## src/rtl/jg3_arbiter.sv

```systemverilog
// jg3_arbiter: round-robin arbiter that shares one combinational JG3 decoder
// between three requesters. The winner's operand is latched, held on ABC for
// SETTLE cycles, and the decoder response (X, Y) is then captured and returned
// with a one-cycle ack pulse. An X=1/Y=1 response is physically impossible for
// a healthy decoder and raises a sticky error flag.
module jg3_arbiter #(
    parameter int unsigned SETTLE = 32'd1
) (
    input  logic       clk,
    input  logic       rst_n,
    input  logic [2:0] req,
    input  logic [8:0] req_abc,
    output logic [2:0] ABC,
    input  logic       X,
    input  logic       Y,
    output logic [2:0] gnt,
    output logic [2:0] ack,
    output logic       res_x,
    output logic       res_y,
    output logic       busy,
    output logic       err
);

    // Last DRIVE cycle index; cnt is 2 bits so SETTLE is limited to 1..4.
    localparam logic [1:0] SETTLE_LAST = 2'(SETTLE - 32'd1);

    typedef enum logic [1:0] {
        ST_IDLE  = 2'd0,
        ST_DRIVE = 2'd1,
        ST_RESP  = 2'd2
    } state_t;

    state_t     r_state;
    logic [1:0] r_cnt;
    logic [1:0] r_last;
    logic [1:0] r_win;
    logic [2:0] r_abc;
    logic [2:0] r_gnt;
    logic [2:0] r_ack;
    logic       r_res_x;
    logic       r_res_y;
    logic       r_busy;
    logic       r_err;

    logic [1:0] w_pick;
    logic [2:0] w_opnd;

    // Next index in the 0 -> 1 -> 2 -> 0 rotation.
    function automatic logic [1:0] rr_next(input logic [1:0] idx);
        case (idx)
            2'd0:    rr_next = 2'd1;
            2'd1:    rr_next = 2'd2;
            default: rr_next = 2'd0;
        endcase
    endfunction

    // Request bit of requester idx.
    function automatic logic req_bit(input logic [2:0] r, input logic [1:0] idx);
        case (idx)
            2'd0:    req_bit = r[0];
            2'd1:    req_bit = r[1];
            2'd2:    req_bit = r[2];
            default: req_bit = 1'b0;
        endcase
    endfunction

    // One-hot vector for requester idx.
    function automatic logic [2:0] onehot(input logic [1:0] idx);
        case (idx)
            2'd0:    onehot = 3'b001;
            2'd1:    onehot = 3'b010;
            2'd2:    onehot = 3'b100;
            default: onehot = 3'b000;
        endcase
    endfunction

    // First requesting index scanning from (last+1) mod 3; only meaningful when r != 0.
    function automatic logic [1:0] rr_pick(input logic [2:0] r, input logic [1:0] last);
        logic [1:0] p0;
        logic [1:0] p1;
        logic [1:0] p2;
        p0 = rr_next(last);
        p1 = rr_next(p0);
        p2 = rr_next(p1);
        if (req_bit(r, p0)) begin
            rr_pick = p0;
        end else if (req_bit(r, p1)) begin
            rr_pick = p1;
        end else begin
            rr_pick = p2;
        end
    endfunction

    // Round-robin winner and its operand slice for the current request vector.
    always_comb begin
        w_pick = rr_pick(req, r_last);
        case (w_pick)
            2'd0:    w_opnd = req_abc[2:0];
            2'd1:    w_opnd = req_abc[5:3];
            2'd2:    w_opnd = req_abc[8:6];
            default: w_opnd = 3'b000;
        endcase
    end

    // Transaction FSM; every output is a register updated here.
    always_ff @(posedge clk or negedge rst_n) begin
        if (!rst_n) begin
            r_state <= ST_IDLE;
            r_cnt   <= 2'd0;
            r_last  <= 2'd2;
            r_win   <= 2'd0;
            r_abc   <= 3'b000;
            r_gnt   <= 3'b000;
            r_ack   <= 3'b000;
            r_res_x <= 1'b0;
            r_res_y <= 1'b0;
            r_busy  <= 1'b0;
            r_err   <= 1'b0;
        end else begin
            case (r_state)
                ST_IDLE: begin
                    r_ack <= 3'b000;
                    r_cnt <= 2'd0;
                    if (req != 3'b000) begin
                        r_win   <= w_pick;
                        r_gnt   <= onehot(w_pick);
                        r_abc   <= w_opnd;
                        r_busy  <= 1'b1;
                        r_state <= ST_DRIVE;
                    end else begin
                        r_gnt  <= 3'b000;
                        r_abc  <= 3'b000;
                        r_busy <= 1'b0;
                    end
                end
                ST_DRIVE: begin
                    if (r_cnt == SETTLE_LAST) begin
                        r_res_x <= X;
                        r_res_y <= Y;
                        if (X && Y) begin
                            r_err <= 1'b1;
                        end else begin
                            r_err <= r_err;
                        end
                        r_cnt   <= 2'd0;
                        r_ack   <= onehot(r_win);
                        r_state <= ST_RESP;
                    end else begin
                        r_cnt <= r_cnt + 2'd1;
                    end
                end
                ST_RESP: begin
                    // Returning through IDLE guarantees at least one idle cycle.
                    r_ack   <= 3'b000;
                    r_last  <= r_win;
                    r_gnt   <= 3'b000;
                    r_abc   <= 3'b000;
                    r_busy  <= 1'b0;
                    r_cnt   <= 2'd0;
                    r_state <= ST_IDLE;
                end
                default: begin
                    r_ack   <= 3'b000;
                    r_gnt   <= 3'b000;
                    r_abc   <= 3'b000;
                    r_busy  <= 1'b0;
                    r_cnt   <= 2'd0;
                    r_state <= ST_IDLE;
                end
            endcase
        end
    end

    assign ABC   = r_abc;
    assign gnt   = r_gnt;
    assign ack   = r_ack;
    assign res_x = r_res_x;
    assign res_y = r_res_y;
    assign busy  = r_busy;
    assign err   = r_err;

endmodule

```

## config.mk

```make
export PLATFORM = sky130hd
export DESIGN_NAME = jg3_arbiter
export DESIGN_NICKNAME = d
export VERILOG_FILES = /design/src/rtl/jg3_arbiter.sv
export SDC_FILE = /design/constraint.sdc
export NUM_CORES = 1
export LEC_CHECK = 0
export ABC_AREA = 0
export BUFFER_PORTS_ARGS = -buffer_cell sky130_fd_sc_hd__buf_2
export CAP_MARGIN = 40
export CELL_PAD_IN_SITES_DETAIL_PLACEMENT = 0
export CELL_PAD_IN_SITES_GLOBAL_PLACEMENT = 1
export CORE_UTILIZATION = 43
export CTS_BUF_LIST = sky130_fd_sc_hd__clkbuf_4
export DETAILED_ROUTE_END_ITERATION = 8
export PLACE_DENSITY_LB_ADDON = 0.08
export SLEW_MARGIN = 20
export SYNTH_ARGS = -nofsm -noshare
export SYNTH_HDL_FRONTEND = slang
export SYNTH_SLANG_ARGS = --single-unit
```

## constraint.sdc

```tcl
create_clock -name clk -period 2.5 [get_ports clk]
set_input_delay 0.25 -clock clk [delete_from_list [all_inputs] [get_ports clk]]
set_output_delay 0.25 -clock clk [all_outputs]
set_load 0.005 [all_outputs]
```

-- After elaboration in Yosys (flattened, before gate mapping)
Cells that the tools add are included.
- bits of input ports: 16
- output and inout port bits: 13
- logic and storage cells: 62
- flip-flop bits (word level): 21
- reduce and logical (&&, ||, !) cells: 13
- equal/unequal tests: 13
- add/subtract/negate cells: 1
- mux-type cells: 24
- operators with widths (operator ; count):
    3-bit one-hot mux with 3 select lines ; 3
    2-bit one-hot mux with 2 select lines ; 4
    2-bit logical NOT ; 7
    2-bit by 1-bit == test with 1-bit output (second input constant) ; 6
    2-bit two-way mux ; 6
    3-bit two-way mux ; 4
    3-bit one-hot mux with 2 select lines ; 2
    2-bit == test (second input constant) ; 5
    1-bit one-hot mux with 3 select lines ; 2
    2-bit AND reduction ; 3
    2-bit != test (second input constant) ; 2
    3-bit AND reduction ; 1
    3-bit nonzero test ; 1
    2-bit by 1-bit adder with 2-bit output (second input constant) ; 1
    1-bit two-way mux ; 2
    1-bit one-hot mux with 2 select lines ; 1
    1-bit logical AND ; 1

-- Logic depth before layout (Yosys ltp)
Gate-level depths: netlist (run 1).
- depth after elaboration: 13
- mapped depth: 5

-- Least setup slack after synthesis (run 1)
No wires, ideal clock.
- path kind: register to register
- start: register r_last[1]
- end: register r_abc[1], in the netlist ABC[1]
- path slack: 0.980 ns
- arrival time: 1.394 ns
- path buffers: 0
- library setup time: 0.126 ns
- cell stages (with the launch flop): 5
- period minus slack after synthesis: 1.520 ns
- data required time: 2.374 ns
- cells stage by stage: dfstp_2 -> nor2b_1 -> a22o_1 -> a32o_1 -> a221o_1
- word-level cells in the longest chain between the ends: 13
- elaborated cells on any way between the ends: 22
- ends and longest elaborated chain (what ; line ; source):
    from (decl) ; 35 ; logic [1:0] r_last;
    from (signal assigned) ; 155 ; r_last <= r_win;
    2-bit by 1-bit == test with 1-bit output / 2-bit logical NOT (equally long branches) ; 50 ; case (idx)
    2-bit one-hot mux with 2 select lines * ; 50 ;
    2-bit by 1-bit == test with 1-bit output / 2-bit logical NOT (equally long branches) ; 50, 59 ;
    2-bit one-hot mux with 2 select lines ; 50 ;
    2-bit == test, or another cell as far along ; 59 ; case (idx)
    1-bit one-hot mux with 3 select lines ; 59 ;
    1-bit two-way mux ; 85 ; if (req_bit(r, p0)) begin
    2-bit two-way mux ; 87 ; end else if (req_bit(r, p1)) begin
    2-bit two-way mux * ; 85 ;
    2-bit == test, or another cell as far along ; 97 ; case (w_pick)
    3-bit one-hot mux with 3 select lines * ; 97 ;
    3-bit two-way mux * ; 124 ; if (req != 3'b000) begin
    3-bit one-hot mux with 2 select lines * ; 120 ; case (r_state)
    to (signal assigned) ; 127 ; r_abc <= w_opnd;
    to (decl) ; 37 ; logic [2:0] r_abc;
Every way passes the cells marked *; elsewhere a longest branch is shown, timed or not. The select of a mux whose other input is x is not followed.
A chain may end at the register's enable or synchronous reset.

-- Final worst setup path (run 1)
Ends and elaborated chain as after synthesis.

==> metrics, run 1 <==
run status=completed; crit path to=ABC[1]; max-slew violations=0; Max Cap Viol=0; clock slew at reported path FFs=110 ps; Max stage delay cell, worst path=dfstp_2; setup_tns=0 ps; largest net degree at the start of global routing=22; final cell count without fillers=141; Async SR Flop Fraction=1.000; sequential fraction of the synthesis area=0.5460; unrepaired setup endpoints after global routing=false; Row Count=16; leading area contributor after synthesis=dfrtp_1; Relative slew margins=0.6133; Syn-to-layout area delta=21.14%; Max FO, Critical Path=8; number of synthesized flops with an enable pin=0; DR pass1 iterations=6; Routed WL per cell=13.40 um; Avg Inst Size Synth=11.76 sq um; core area=2042 sq um; Crit path largest cell delay=610 ps; Critical Path AT=1850 ps; part of the power in registers=0.463; Int Power=0.0007893 W; Fin. Hold Viols=0; Placed Cells=136; share of the synthesized area in the top cell type=0.5188; global-route wire length before repair=3.215 mm; crit path time final=1657 ps; Reg2Reg Launch Point=r_last[1]; post_cts resized=0; Tcrit/Tclk final=0.6630; htree depth=1; Final Instance Area=1169 sq um; footprint of the multi-input gates=407.9 sq um; CTS Buf Count=3; Chip Height=49.37 um; vias in the first global route=732; R2R depth=4; Clock Latency Late Sink=300 ps; # port buffers=28; crit path from=r_last[1]; antenna fix cells=0; DR vias=709; Clk network pwr share=0.133; layout cells sized above 1=0.3684; Sw Ratio=0.3597; Post-Syn Instances=82; Yosys cell types=30; leading cell types in the layout, fill and taps excluded=buf_2, dfrtp_1, nor2_1; Hold Crit Class=input port to register; Routed Antenna Nets=0; Post-Route Skew=6.950 ps; effective utilization at floorplan=0.4724; deepest clock path buffer count=2; area of the mapped netlist=964.7 sq um; Placed Area=1131 sq um; commonest non-fill, non-tap cell in the layout=buf_2; total grt overflow=0; CP Launch Type=register; worst endpoint required time=2700 ps; Root Buffer=clkbuf_4; Pwr Density=1055 nW/um^2; worst r2r dst=ABC[1]; Seq cells post-synth=21; worst reg-to-reg setup slack=840 ps; Tightest Pin Transition=575.6 ps; Routed WL=1.890 mm; Net Switching=0.0004435 W; Final setup viols=0; Vias/cell=5.028; crit path capture type=register; initial antenna violation count=0; CTS tree=done; ordered cell list for the critical path=nor2b_1, a22o_1, a32o_1, a221o_1; Main synth FF type=dfrtp_1; LEAKAGE=0.5876 nW; DRC violations left=0; DIE AREA=2437 sq um; Crit Path Class=register to register; Max rail drop VDD=0.0005246 V; Synth Warn #=0; clock sinks=21; Hold-fix buffers, CTS=1; register area=526.8 sq um; PnR Total Power=0.001233 W; Synth area leaders=dfrtp_1, mux2_2, dfstp_2, ha_1, nand2b_1; hpwl dp=1.399 mm; DRT iter0 DRCs=13; Nets=133; die span in x=49.37 um; part of the power in combinational logic=0.404; Min Hold Slack=174.2 ps; gr usage total=0.1784; fill count=197; Ports=29; syn_nets=100; Fmax=603.3 MHz; gpl congestion=0.7150; Post-CTS Setup Inserts=0
[per-layer routing]
| metal | vias up | share of wire | wire (um) | GRT usage |
|---|---|---|---|---|
| met1 | 328 | 0.47 | 879 | 0.2294 |
| met3 | 2 | 0.055 | 104 | 0.03738 |
| met2 | 21 | 0.47 | 888 | 0.2831 |
| li1 | 358 | - | - | - |
| met5 | - | 0 | 0 | 0 |
| met4 | 0 | 0.0095 | 18 | 0.08824 |
[cells in the mapped netlist (2+ instances only)]
library cell	count
a32o_1	2
a22o_1	2
a21oi_1	4
mux2_2	4
inv_1	4
nand2_1	4
nor2_1	6
a221o_1	2
o211ai_1	2
ha_1	2
nor3_1	2
dfrtp_1	20
nand3b_1	3
a21o_1	3
and2_1	2
nand2b_1	4
nor2b_1	3
[worst min-delay path by stage]
stage	slack (ps)	to	from	cells after the start
3_5_place_dp	230	ack[1]	rst_n	1
6_report	170	ABC[2]	req_abc[5]	2
4_1_cts	170	ABC[1]	req_abc[1]	2
5_1_grt	170	ABC[1]	req_abc[4]	2
2_1_floorplan	-50	ABC[0]	rst_n	0
3_3_place_gp	220	ack[2]	rst_n	1
[metrics by stage]
| stage | setup slack [ps] | util |
|---|---|---|
| finish | 842.5 | 0.5723 |
| global route | 776.0 | 0.5723 |
| CTS | 833.7 | 0.5723 |
| detailed placement | 875.7 | 0.5539 |
| global placement | 868.8 | 0.5539 |
| floorplan | 979.9 | - |
[state kept, by name, indices dropped and copies added, names as in the netlist]
name	count
ABC	3
ack	3
busy	1
err	1
gnt	3
r_cnt	2
r_last	2
r_state	2
r_win	2
res_x	1
res_y	1
[cells by family (layout without fill, tap and decap cells)]
| logic type | count (synthesis) | count (layout) | synth area share |
|---|---|---|---|
| and+or+nand+nor | 28 | 28 | 0.1790 |
| muxes | 5 | 5 | 0.05707 |
| DFF | 21 | 21 | 0.5460 |
| AOI/OAI and AO/OA | 20 | 20 | 0.1608 |
| buffers and inverters | 6 | 38 | 0.03112 |
| adders and majority gates | 2 | 2 | 0.02594 |
[layout make-up]
cell class,instances,share of cell area
Inverter,4,0.01285
Clock buffer,3,0.01927
Timing Repair Buffer,30,0.1349
Clock inverter,1,0.004283
Tap cell,27,0.02891
Sequential cell,21,0.4507
Multi-Input combinational cell,55,0.3490
[power by group through the flow]
stage          clock network (W)  logic, W  registers (W)
2_1_floorplan                  0  0.000341       0.000568
3_3_place_gp                   0  0.000492       0.000576
3_5_place_dp                   0  0.000502       0.000576
4_1_cts                 0.000172  0.000506       0.000573
5_1_grt                 0.000179  0.000561       0.000588
6_report                0.000164  0.000498       0.000570
[critical path: cells and delay by family (launching register included)]
kind / cells / cell delay (ps)
AOI/OAI and AO/OA: 3 / 870
DFF: 1 / 610
and+or+nand+nor: 1 / 80
Note: power is estimated with default switching activity, not from simulation.
==> run 2, diff against run 1 <==
- CORE_UTILIZATION: 43 -> 36
- clock period: 2.5 -> 1.4 ns (I/O delays scaled with it)
==> metrics, run 2 (synthesized netlist as in run 1, its figures left out) <==
Hold Crit Class=input port to register (unchanged); DIE AREA=2891 sq um (was 2437 sq um); CP Launch Type=register (unchanged); Max rail drop VDD=0.0009242 V (was 0.0005246 V); Pwr Density=1904 nW/um^2 (was 1055 nW/um^2); global-route wire length before repair=3.408 mm (was 3.215 mm); Crit Path Class=register to register (unchanged); Tcrit/Tclk final=1.068 (was 0.6630); Root Buffer=clkbuf_4 (unchanged); setup_tns=-202.8 ps (was 0 ps); Final Instance Area=1330 sq um (was 1169 sq um); Routed WL=2.121 mm (was 1.890 mm); Min Hold Slack=59.61 ps (was 174.2 ps); final cell count without fillers=158 (was 141); clock sinks=21 (unchanged); total grt overflow=0 (unchanged); commonest non-fill, non-tap cell in the layout=buf_2 (unchanged); ordered cell list for the critical path=nor2b_2, a22o_4, a32o_1, a221o_1 (was nor2b_1, a22o_1, a32o_1, a221o_1); layout cells sized above 1=0.5000 (was 0.3684); Fin. Hold Viols=0 (unchanged); hpwl dp=1.518 mm (was 1.399 mm); buffers and inverters on the worst path=0 (unchanged); Top Family by Delay on Critical Path=compound AO/OA/AOI/OAI gates (unchanged); CTS Buf Count=3 (unchanged); run status=complete, but fails checks (was completed); core area=2500 sq um (was 2042 sq um); unrepaired setup endpoints after global routing=true (was false); LEAKAGE=0.6691 nW (was 0.5876 nW); vias in the first global route=756 (was 732); Max Cap Viol=0 (unchanged); part of the power in combinational logic=0.481 (was 0.404); Fmax=669.1 MHz (was 603.3 MHz); initial antenna violation count=0 (unchanged); DRT iter0 DRCs=7 (was 13); Syn-to-layout area delta=37.87% (was 21.14%); gpl congestion=0.7831 (was 0.7150); Row Count=18 (was 16); Tightest Pin Transition=468.9 ps (was 575.6 ps); gr usage total=0.1697 (was 0.1784); worst endpoint required time=1600 ps (was 2700 ps); leading cell types in the layout, fill and taps excluded=buf_2, dfrtp_1, buf_4, nor2_1 (was buf_2, dfrtp_1, nor2_1); Chip Height=53.77 um (was 49.37 um); deepest clock path buffer count=2 (unchanged); Clk network pwr share=0.126 (was 0.133); antenna fix cells=0 (unchanged); Net Switching=0.0008734 W (was 0.0004435 W); Routed Antenna Nets=0 (unchanged); part of the power in registers=0.394 (was 0.463); effective utilization at floorplan=0.3859 (was 0.4724); clock slew at reported path FFs=120 ps (was 110 ps); Final setup viols=4 (was 0); crit path capture type=register (unchanged); DR pass1 iterations=2 (was 6); Max FO, Critical Path=5 (was 8); Routed WL per cell=13.42 um (was 13.40 um); Vias/cell=5.057 (was 5.028); Max stage delay cell, worst path=dfstp_2 (unchanged); Relative slew margins=0.6874 (was 0.6133); DR vias=799 (was 709); Clock Latency Late Sink=300 ps (about the same); DRC violations left=0 (unchanged); Int Power=0.001659 W (was 0.0007893 W); max-slew violations=0 (unchanged); Placed Cells=152 (was 136); failing checks=negative setup slack; Nets=147 (was 133); Post-Route Skew=0.5679 ps (was 6.950 ps); crit path time final=1495 ps (was 1657 ps); Sw Ratio=0.3449 (was 0.3597); largest net degree at the start of global routing=22 (unchanged); die span in x=53.77 um (was 49.37 um); CTS tree=done (unchanged); Ports=29 (unchanged); htree depth=1 (unchanged); fin worst setup slack=-94.51 ps (was 842.5 ps); # port buffers=28 (unchanged); fill count=248 (was 197); Crit path largest cell delay=600 ps (was 610 ps); Placed Area=1232 sq um (was 1131 sq um); Critical Path AT=1690 ps (was 1850 ps)
## run 2: worst paths after layout
check | from | end | slack, ps | cells past startpoint
worst max-delay path | r_last[1] | ABC[2] | -90 | 4
worst min-delay path | req_abc[4] | ABC[1] | 60 | 2
worst max register to register | r_last[1] | ABC[2] | -90 | 4
worst min register to register | busy | busy | 480 | 2
max in group asynchronous | rst_n | r_last[1] | 750 | 2
min in group asynchronous | rst_n | ack[1] | 310 | 2
## run 2: cell type report
type,instances,area (sq um),area share
repair buffers,44,274.0,0.2060
well taps,30,37.54,0.02822
multi-input cells,55,446.7,0.3358
inverters,4,15.01,0.01129
flip-flops and latches,21,526.8,0.3960
clock buffers,4,30.03,0.02258
## run 2: power groups by stage
stage / Clock (W) / Combinational, W / Sequential [W]
floorplan: 0 / 0.000608 / 0.00101
global placement: 0 / 0.00109 / 0.000996
detailed placement: 0 / 0.00110 / 0.00101
CTS: 0.000329 / 0.00115 / 0.000997
global route: 0.000348 / 0.00135 / 0.00103
finish: 0.000318 / 0.00122 / 0.000997
## run 2: what timing repair did
| item | CTS | global route |
|---|---|---|
| endpoints found under the setup margin | 7 | 8 |
| pin swaps | 4 | 3 |
| gates cloned | 0 | 0 |
| setup buffers | 1 | 0 |
| gates resized for setup | 5 | 8 |
| hold buffers | 1 | 0 |
| hold endpoints to repair | 20 | 0 |
## run 2: through the flow
stage	total power (W)	setup WS, ps	util
floorplan	0.001623	-64.24	-
global placement	0.002090	-85.27	0.4930
detailed placement	0.002106	-109.5	0.4930
CTS	0.002478	-109.2	0.5185
global route	0.002723	-142.4	0.5320
finish	0.002532	-94.51	0.5320
## run 2: worst register-to-register path: stages, from the launching register on
cell and delay [ps]:
dfstp_2 600, nor2b_2 60, a22o_4 250, a32o_1 220
a221o_1 260
## run 2: metal layers
layer / part of all wire / vias to the layer above / track usage
li1: - / 387 / -
met1: 0.50 / 393 / 0.2309
met2: 0.45 / 17 / 0.2572
met3: 0.037 / 2 / 0.02542
met4: 0.0094 / 0 / 0.09211
met5: 0 / - / 0
